### src/rtl/seq1001_scan_ctrl.sv
// Word-level scan controller: serializes an accepted word MSB-first into a non-overlapping
// Moore "1001" detector and reports the saturating per-word detection count.
module seq1001_scan_ctrl #(
  parameter int unsigned WIDTH = 8,
  parameter int unsigned CNT_W = 4
) (
  input  logic             clk_i,
  input  logic             rst_i,
  input  logic             in_valid_i,
  output logic             in_ready_o,
  input  logic [WIDTH-1:0] in_data_i,
  input  logic             carry_i,
  output logic             out_valid_o,
  input  logic             out_ready_i,
  output logic [CNT_W-1:0] match_cnt_o,
  output logic             match_any_o,
  output logic             busy_o,
  output logic             det_hit_o
);

  localparam int unsigned BitCntW = (WIDTH > 1) ? $clog2(WIDTH) : 1;
  localparam logic [BitCntW-1:0] LastIdx = BitCntW'(WIDTH - 1);
  localparam logic [CNT_W-1:0] CntMax = '1;

  typedef enum logic [1:0] {
    StIdle,
    StShift,
    StReport
  } state_e;

  typedef enum logic [2:0] {
    DetS0,
    DetS1,
    DetS2,
    DetS3,
    DetS4
  } det_e;

  state_e             state_q, state_d;
  det_e               det_q, det_d, det_step;
  logic [CNT_W-1:0]   cnt_q, cnt_d;
  logic [WIDTH-1:0]   shift_q, shift_d;
  logic [BitCntW-1:0] bit_cnt_q, bit_cnt_d;
  logic               feed_bit;

  assign feed_bit = shift_q[WIDTH-1];

  // Detector transition for the bit currently at the shift-register MSB.
  always_comb begin
    det_step = det_q;
    unique case (det_q)
      DetS0:   det_step = feed_bit ? DetS1 : DetS0;
      DetS1:   det_step = feed_bit ? DetS1 : DetS2;
      DetS2:   det_step = feed_bit ? DetS1 : DetS3;
      DetS3:   det_step = feed_bit ? DetS4 : DetS0;
      DetS4:   det_step = feed_bit ? DetS1 : DetS0;
      default: det_step = DetS0;
    endcase
  end

  always_comb begin
    state_d     = state_q;
    det_d       = det_q;
    cnt_d       = cnt_q;
    shift_d     = shift_q;
    bit_cnt_d   = bit_cnt_q;
    in_ready_o  = 1'b0;
    out_valid_o = 1'b0;

    unique case (state_q)
      StIdle: begin
        in_ready_o = 1'b1;
        if (in_valid_i) begin
          shift_d   = in_data_i;
          bit_cnt_d = LastIdx;
          cnt_d     = '0;
          if (!carry_i) begin
            det_d = DetS0;
          end
          state_d = StShift;
        end
      end

      StShift: begin
        det_d   = det_step;
        shift_d = shift_q << 1;
        // Counting on entry to S4 credits a last-bit hit to the current word.
        if ((det_step == DetS4) && (cnt_q != CntMax)) begin
          cnt_d = cnt_q + 1'b1;
        end
        if (bit_cnt_q == '0) begin
          state_d = StReport;
        end else begin
          bit_cnt_d = bit_cnt_q - 1'b1;
        end
      end

      StReport: begin
        out_valid_o = 1'b1;
        if (out_ready_i) begin
          state_d = StIdle;
        end
      end

      default: state_d = StIdle;
    endcase
  end

  always_ff @(posedge clk_i) begin
    if (rst_i) begin
      state_q   <= StIdle;
      det_q     <= DetS0;
      cnt_q     <= '0;
      shift_q   <= '0;
      bit_cnt_q <= '0;
    end else begin
      state_q   <= state_d;
      det_q     <= det_d;
      cnt_q     <= cnt_d;
      shift_q   <= shift_d;
      bit_cnt_q <= bit_cnt_d;
    end
  end

  assign match_cnt_o = cnt_q;
  assign match_any_o = (cnt_q != '0);
  assign busy_o      = (state_q != StIdle);
  assign det_hit_o   = (det_q == DetS4);

endmodule

### config.mk
export PLATFORM = sky130hd
export DESIGN_NAME = seq1001_scan_ctrl
export DESIGN_NICKNAME = d
export VERILOG_FILES = /design/src/rtl/seq1001_scan_ctrl.sv
export SDC_FILE = /design/constraint.sdc
export NUM_CORES = 1
export LEC_CHECK = 0
export BUFFER_PORTS_ARGS = -buffer_cell sky130_fd_sc_hd__buf_2
export CORE_ASPECT_RATIO = 1.4
export CORE_MARGIN = 4
export CORE_UTILIZATION = 44
export CTS_BUF_LIST = sky130_fd_sc_hd__clkbuf_8
export CTS_CLUSTER_DIAMETER = 150
export DETAILED_ROUTE_END_ITERATION = 10
export PLACE_DENSITY = 0.69
export REMOVE_ABC_BUFFERS = 1
export SETUP_SLACK_MARGIN = 0.4
export SLEW_MARGIN = 10
export SYNTH_ARGS = -nofsm -noshare
export SYNTH_HDL_FRONTEND = slang
export SYNTH_SLANG_ARGS = --single-unit
### constraint.sdc
create_clock -name clk_i -period 1.4 [get_ports clk_i]
set_input_delay 0.28 -clock clk_i [delete_from_list [all_inputs] [get_ports clk_i]]
set_output_delay 0.28 -clock clk_i [all_outputs]
set_load 0.05 [all_outputs]
# Word-level counts from Yosys, hierarchy flattened
# Cells that the tools add are included.
# totals
ff_bits	20
latchBits	0
ram_bits	0
rom_bits	0
inputBits	13
out_inout_bits	9
elab_cells	56
memories	0
# classes
n_addsub	2
n_mul	0
div_mod_pow	0
n_lt_le_gt_ge	0
eq_ne	14
shifts	0
muxes	22
n_bitwise	0
n_reduce_logical	13
# op_table
cell	count
8-bit case mux with 2 select lines	1
3-bit 2-to-1 mux	5
2-bit != test (second input constant)	6
3-bit case mux with 2 select lines	2
3-bit case mux with 4 select lines	1
3-bit AND reduction	4
2-bit 2-to-1 mux	5
4-bit 2-to-1 mux	2
8-bit 2-to-1 mux	1
4-bit case mux with 2 select lines	1
3-bit by 2-bit == test with 1-bit output (second input constant)	2
3-bit == test (second input constant)	2
3-bit zero test	2
2-bit case mux with 3 select lines	1
4-bit by 1-bit adder with 4-bit output (second input constant)	1
4-bit != test (second input constant)	1
2-bit nonzero test	2
4-bit nonzero test	1
3-bit by 1-bit == test with 1-bit output (second input constant)	1
1-bit 2-to-1 mux	3
3-bit by 1-bit subtractor with 3-bit output (second input constant)	1
2-bit by 1-bit == test with 1-bit output (second input constant)	1
2-bit == test (second input constant)	1
2-bit zero test	1
other kinds (3)	3

# Logic depth before layout (Yosys ltp)
# logic_depth
ltp_word	7
depth_mapped	7
mapped_depth_nobuf	7

# Least setup slack after synthesis
# Ideal clock, no wire load.
# synth_path
path_kind	register to output
from	register det_q[2]
to	output det_hit_o
arrival_ns	1.571
t_required_ns	1.120
path_slack_ns	-0.451
path_stages_with_launch	2
path_cell_list	dfxtp_1 -> nor3b_1
# synth_between
elab_chain_cells	1
# synth_rtl
element	line_no	source
from (decl)	40	det_e det_q, det_d, det_step;
from (signal assigned)	112	det_q <= DetS0;
from (signal assigned)	118	det_q <= det_d;
3-bit == test	128	assign det_hit_o = (det_q == DetS4);
to (decl)	18	output logic det_hit_o
# Every way passes these cells.

# Worst setup path in the final report
# layout_path
from	register cnt_q[1], in the netlist match_cnt_o[1]
to	output match_any_o
# layout_between
elab_chain_cells	1
# layout_rtl
element	line_no	source
from (decl)	41	logic [CNT_W-1:0] cnt_q, cnt_d;
from (signal assigned)	119	cnt_q <= cnt_d;
4-bit nonzero test	126	assign match_any_o = (cnt_q != '0);
to (decl)	16	output logic match_any_o,
# Every way passes these cells.

==> impl_metrics.py <==
metrics = {
    "run_status": {
        "run_status": "complete, no violations",
    },
    "timing": {
        "whs_ns": 0.251,
        "finalMaxSlewViolations": 0,
        "hold_viol_final": 0,
        "skew_ns": 0.00962,
        "tns_ns": 0,
        "rsz0062_at_grt": "yes",
        "worstMarginPinSlew_ns": 0.393,
        "setup_viol": 0,
        "min_period_ns": 1.40,
        "max-slew-margin-rel": 0.738,
        "fmax_ghz": 0.716,
        "period_share": 0.997,
    },
    "global_route": {
        "grt_start_max_net_pins": 21,
        "overflow": 0,
        "antenna_found_initial": 0,
        "grt_pass1_vias": 1102,
        "track_usage": 0.193,
        "grt_pass1_wl_mm": 4.93,
    },
    "route": {
        "drc_errors": 0,
        "drt_wl_total_mm": 3.25,
        "vias_per_cell": 5.19,
        "vias": 1127,
        "drt-wirelength-per-cell_um": 15.0,
        "drt_first_iter_violations": 23,
        "drtPass1Iterations": 4,
        "ant_nets": 0,
    },
    "pwr": {
        "p_leak_nw": 0.792,
        "total_power_mw": 1.88,
        "powerDensity_nw_per_um2": 991,
        "ir_drop_v": 0.000619,
    },
    "clocking": {
        "tritoncts": "done",
        "cts_buffers": 3,
        "holdBufCountCts": 0,
        "clock_latency_ns": 0.27,
        "cts.reportedPaths.clkPinSlew_ns": 0.08,
        "cts.path.max_buffers": 2,
        "cts-root-buf": "clkbuf_8",
        "h-tree-depth": 1,
        "cts_sinks": 20,
    },
    "floorplan": {
        "die_h_um": 67.7,
        "initial_core_util": 0.463,
        "ios": 22,
        "design.die.area_um2": 3420,
        "core-area_um2": 2420,
        "fp.dieW_um": 50.6,
        "rows": 21,
    },
    "layout": {
        "diodes": 0,
        "fill_cells": 167,
        "stdcell_count": 217,
        "areaGrowthSynthToFinish_pct": 69.2,
        "stdcell_area_um2": 1890,
        "final_nets": 202,
        "drive_gt1_frac": 0.585,
    },
    "setup_path": {
        "startpoint": "match_cnt_o[1]",
        "timing.rr.start": "shift_q[7]",
        "crit_chain": "buf_6 -> inv_4 -> ha_4 -> nand2_2 -> buf_8",
        "critical-path-max-stage-delay_ns": 0.35,
        "worstPathArrival_ns": 1.12,
        "path_delay_family": "flip-flops",
        "crit_type": "reg2out",
        "worst_path_max_delay_cell": "dfxtp_2",
        "endpoint_kind": "primary output",
        "worst_ep_required_time_ns": 1.12,
        "path_max_fanout": 4,
        "worst_setup_path_start_kind": "flip-flop",
        "cp.buffers_inverters": 3,
    },
    "synth": {
        "syn_area_um2": 1120,
        "synth.distinct_cells": 30,
        "ys_ff_latch": 20,
        "synth_compound_area_frac": 0.196,
        "synth-edff-count": 0,
        "synth_top_cells_by_count": "nor2_1 (32), dfxtp_1 (20), a21oi_1 (11), inv_1 (11), nor2b_1 (9)",
        "synth_area_leaders": "dfxtp_1 (36%), nor2_1 (11%), nor2b_1 (5.0%)",
        "synth_top_family_by_area": "simple AND/OR/NAND/NOR gates",
        "synthAdderAreaFrac": 0.0447,
        "synth_top_area_cell": "dfxtp_1",
        "muxShareOfSynthArea": 0.0179,
        "synth_ff_type": "dfxtp_1",
        "synth.most_common_cell": "nor2_1",
        "seq_area_frac_synth": 0.358,
        "yosys.area_share.simple": 0.304,
        "synth_xor_area_frac": 0.0157,
        "yosys_warnings": 0,
        "async_flop_share": 0,
        "syn_inst": 137,
        "syn_area_per_cell_um2": 8.16,
        "synth_top_area_frac": 0.358,
    },
    "min_path": {
        "min-delay-start": "in_data_i[0]",
        "hold_class": "in2reg",
    },
    "placed_design": {
        "dp.cells": 198,
        "dpl.hpwl_mm": 1.93,
        "port_buffers": 21,
        "gp_congestion": 0.805,
        "placed_area_um2": 1330,
    },
    "flow_run": {
        "maxCapViolCount": 0,
    },
}
[metal layers]
layer | vias to the layer above | GRT usage | routed length [um]
met5 | - | 0 | 0
li1 | 561 | - | -
met4 | 0 | 0.131 | 102
met3 | 11 | 0.0353 | 190
met1 | 517 | 0.198 | 1310
met2 | 38 | 0.351 | 1650
[flip-flops by register name (all words and copies together) (netlist names)]
signal       flops
bit_cnt_q        3
det_q            3
match_cnt_o      4
shift_q          8
state_q          2
[power breakdown]
group | switching [mW] | internal (mW) | leakage [nW]
logic | 0.396 | 0.412 | 0.599
registers | 0.0519 | 0.626 | 0.171
clock network | 0.198 | 0.192 | 0.0216
[per-stage QoR]
step | util | setup slack [ns]
2_1_floorplan | - | -0.451
3_3_place_gp | 0.552 | 0.00247
3_5_place_dp | 0.552 | -0.0531
4_1_cts | 0.682 | 0.0126
5_1_grt | 0.783 | -0.0322
6_report | 0.783 | 0.00414
[cell families after synthesis]
logic type / after synthesis
compound gates: 27
buf+inv: 18
xor+xnor: 2
flops: 20
mux: 2
fa+ha+maj: 4
simple gates: 64
[layout make-up]
class / count / area [um^2] / area share
Clock buffer: 3 / 41.3 / 0.0218
Inverter: 11 / 48.8 / 0.0258
Multi-Input combinational cell: 99 / 846 / 0.447
Sequential cell: 20 / 428 / 0.226
Tap cell: 34 / 42.5 / 0.0225
Timing Repair Buffer: 50 / 487 / 0.257
[worst register-to-register path: stages, from the launching register on]
cell	delay, ns
dfxtp_2	0.39
nand4b_4	0.20
a2111oi_4	0.40
xnor2_1	0.18
nor3_2	0.05
[placed cells by master (no fill, tap or decap), types with 2 or more instances in the layout]
master,count
ha_4,3
a211oi_1,5
nor2_4,3
o21bai_4,2
inv_2,3
a21oi_2,4
nor2_1,27
nor2b_4,4
a22oi_2,2
nor2b_1,4
inv_4,3
nor3b_4,2
clkbuf_8,3
buf_2,12
a2111oi_4,2
dfxtp_2,7
dfxtp_4,5
nand3_1,2
xnor2_1,2
nor3_2,2
mux2i_1,2
nor2_2,2
nor3_1,6
dfxtp_1,8
a21oi_1,7
inv_1,5
buf_4,13
buf_8,9
buf_6,15
[path summary, 6_finish.rpt]
| path | cells after the start | end | slack, ns |
|---|---|---|---|
| worst max-delay path | 5 | match_any_o | 0.004 |
| worst min-delay path | 3 | shift_q[0] | 0.25 |
| worst max register to register | 4 | match_cnt_o[3] | 0.05 |
| worst min register to register | 1 | state_q[0] | 0.46 |
[what timing repair did]
item                                    4_1_cts  5_1_grt
endpoints found under the setup margin       29       29
buffers inserted                              5       10
gates resized for setup                      75       39
pin swaps                                    15       26
cloned                                        0        1
Power figures use the tool's default switching activity.
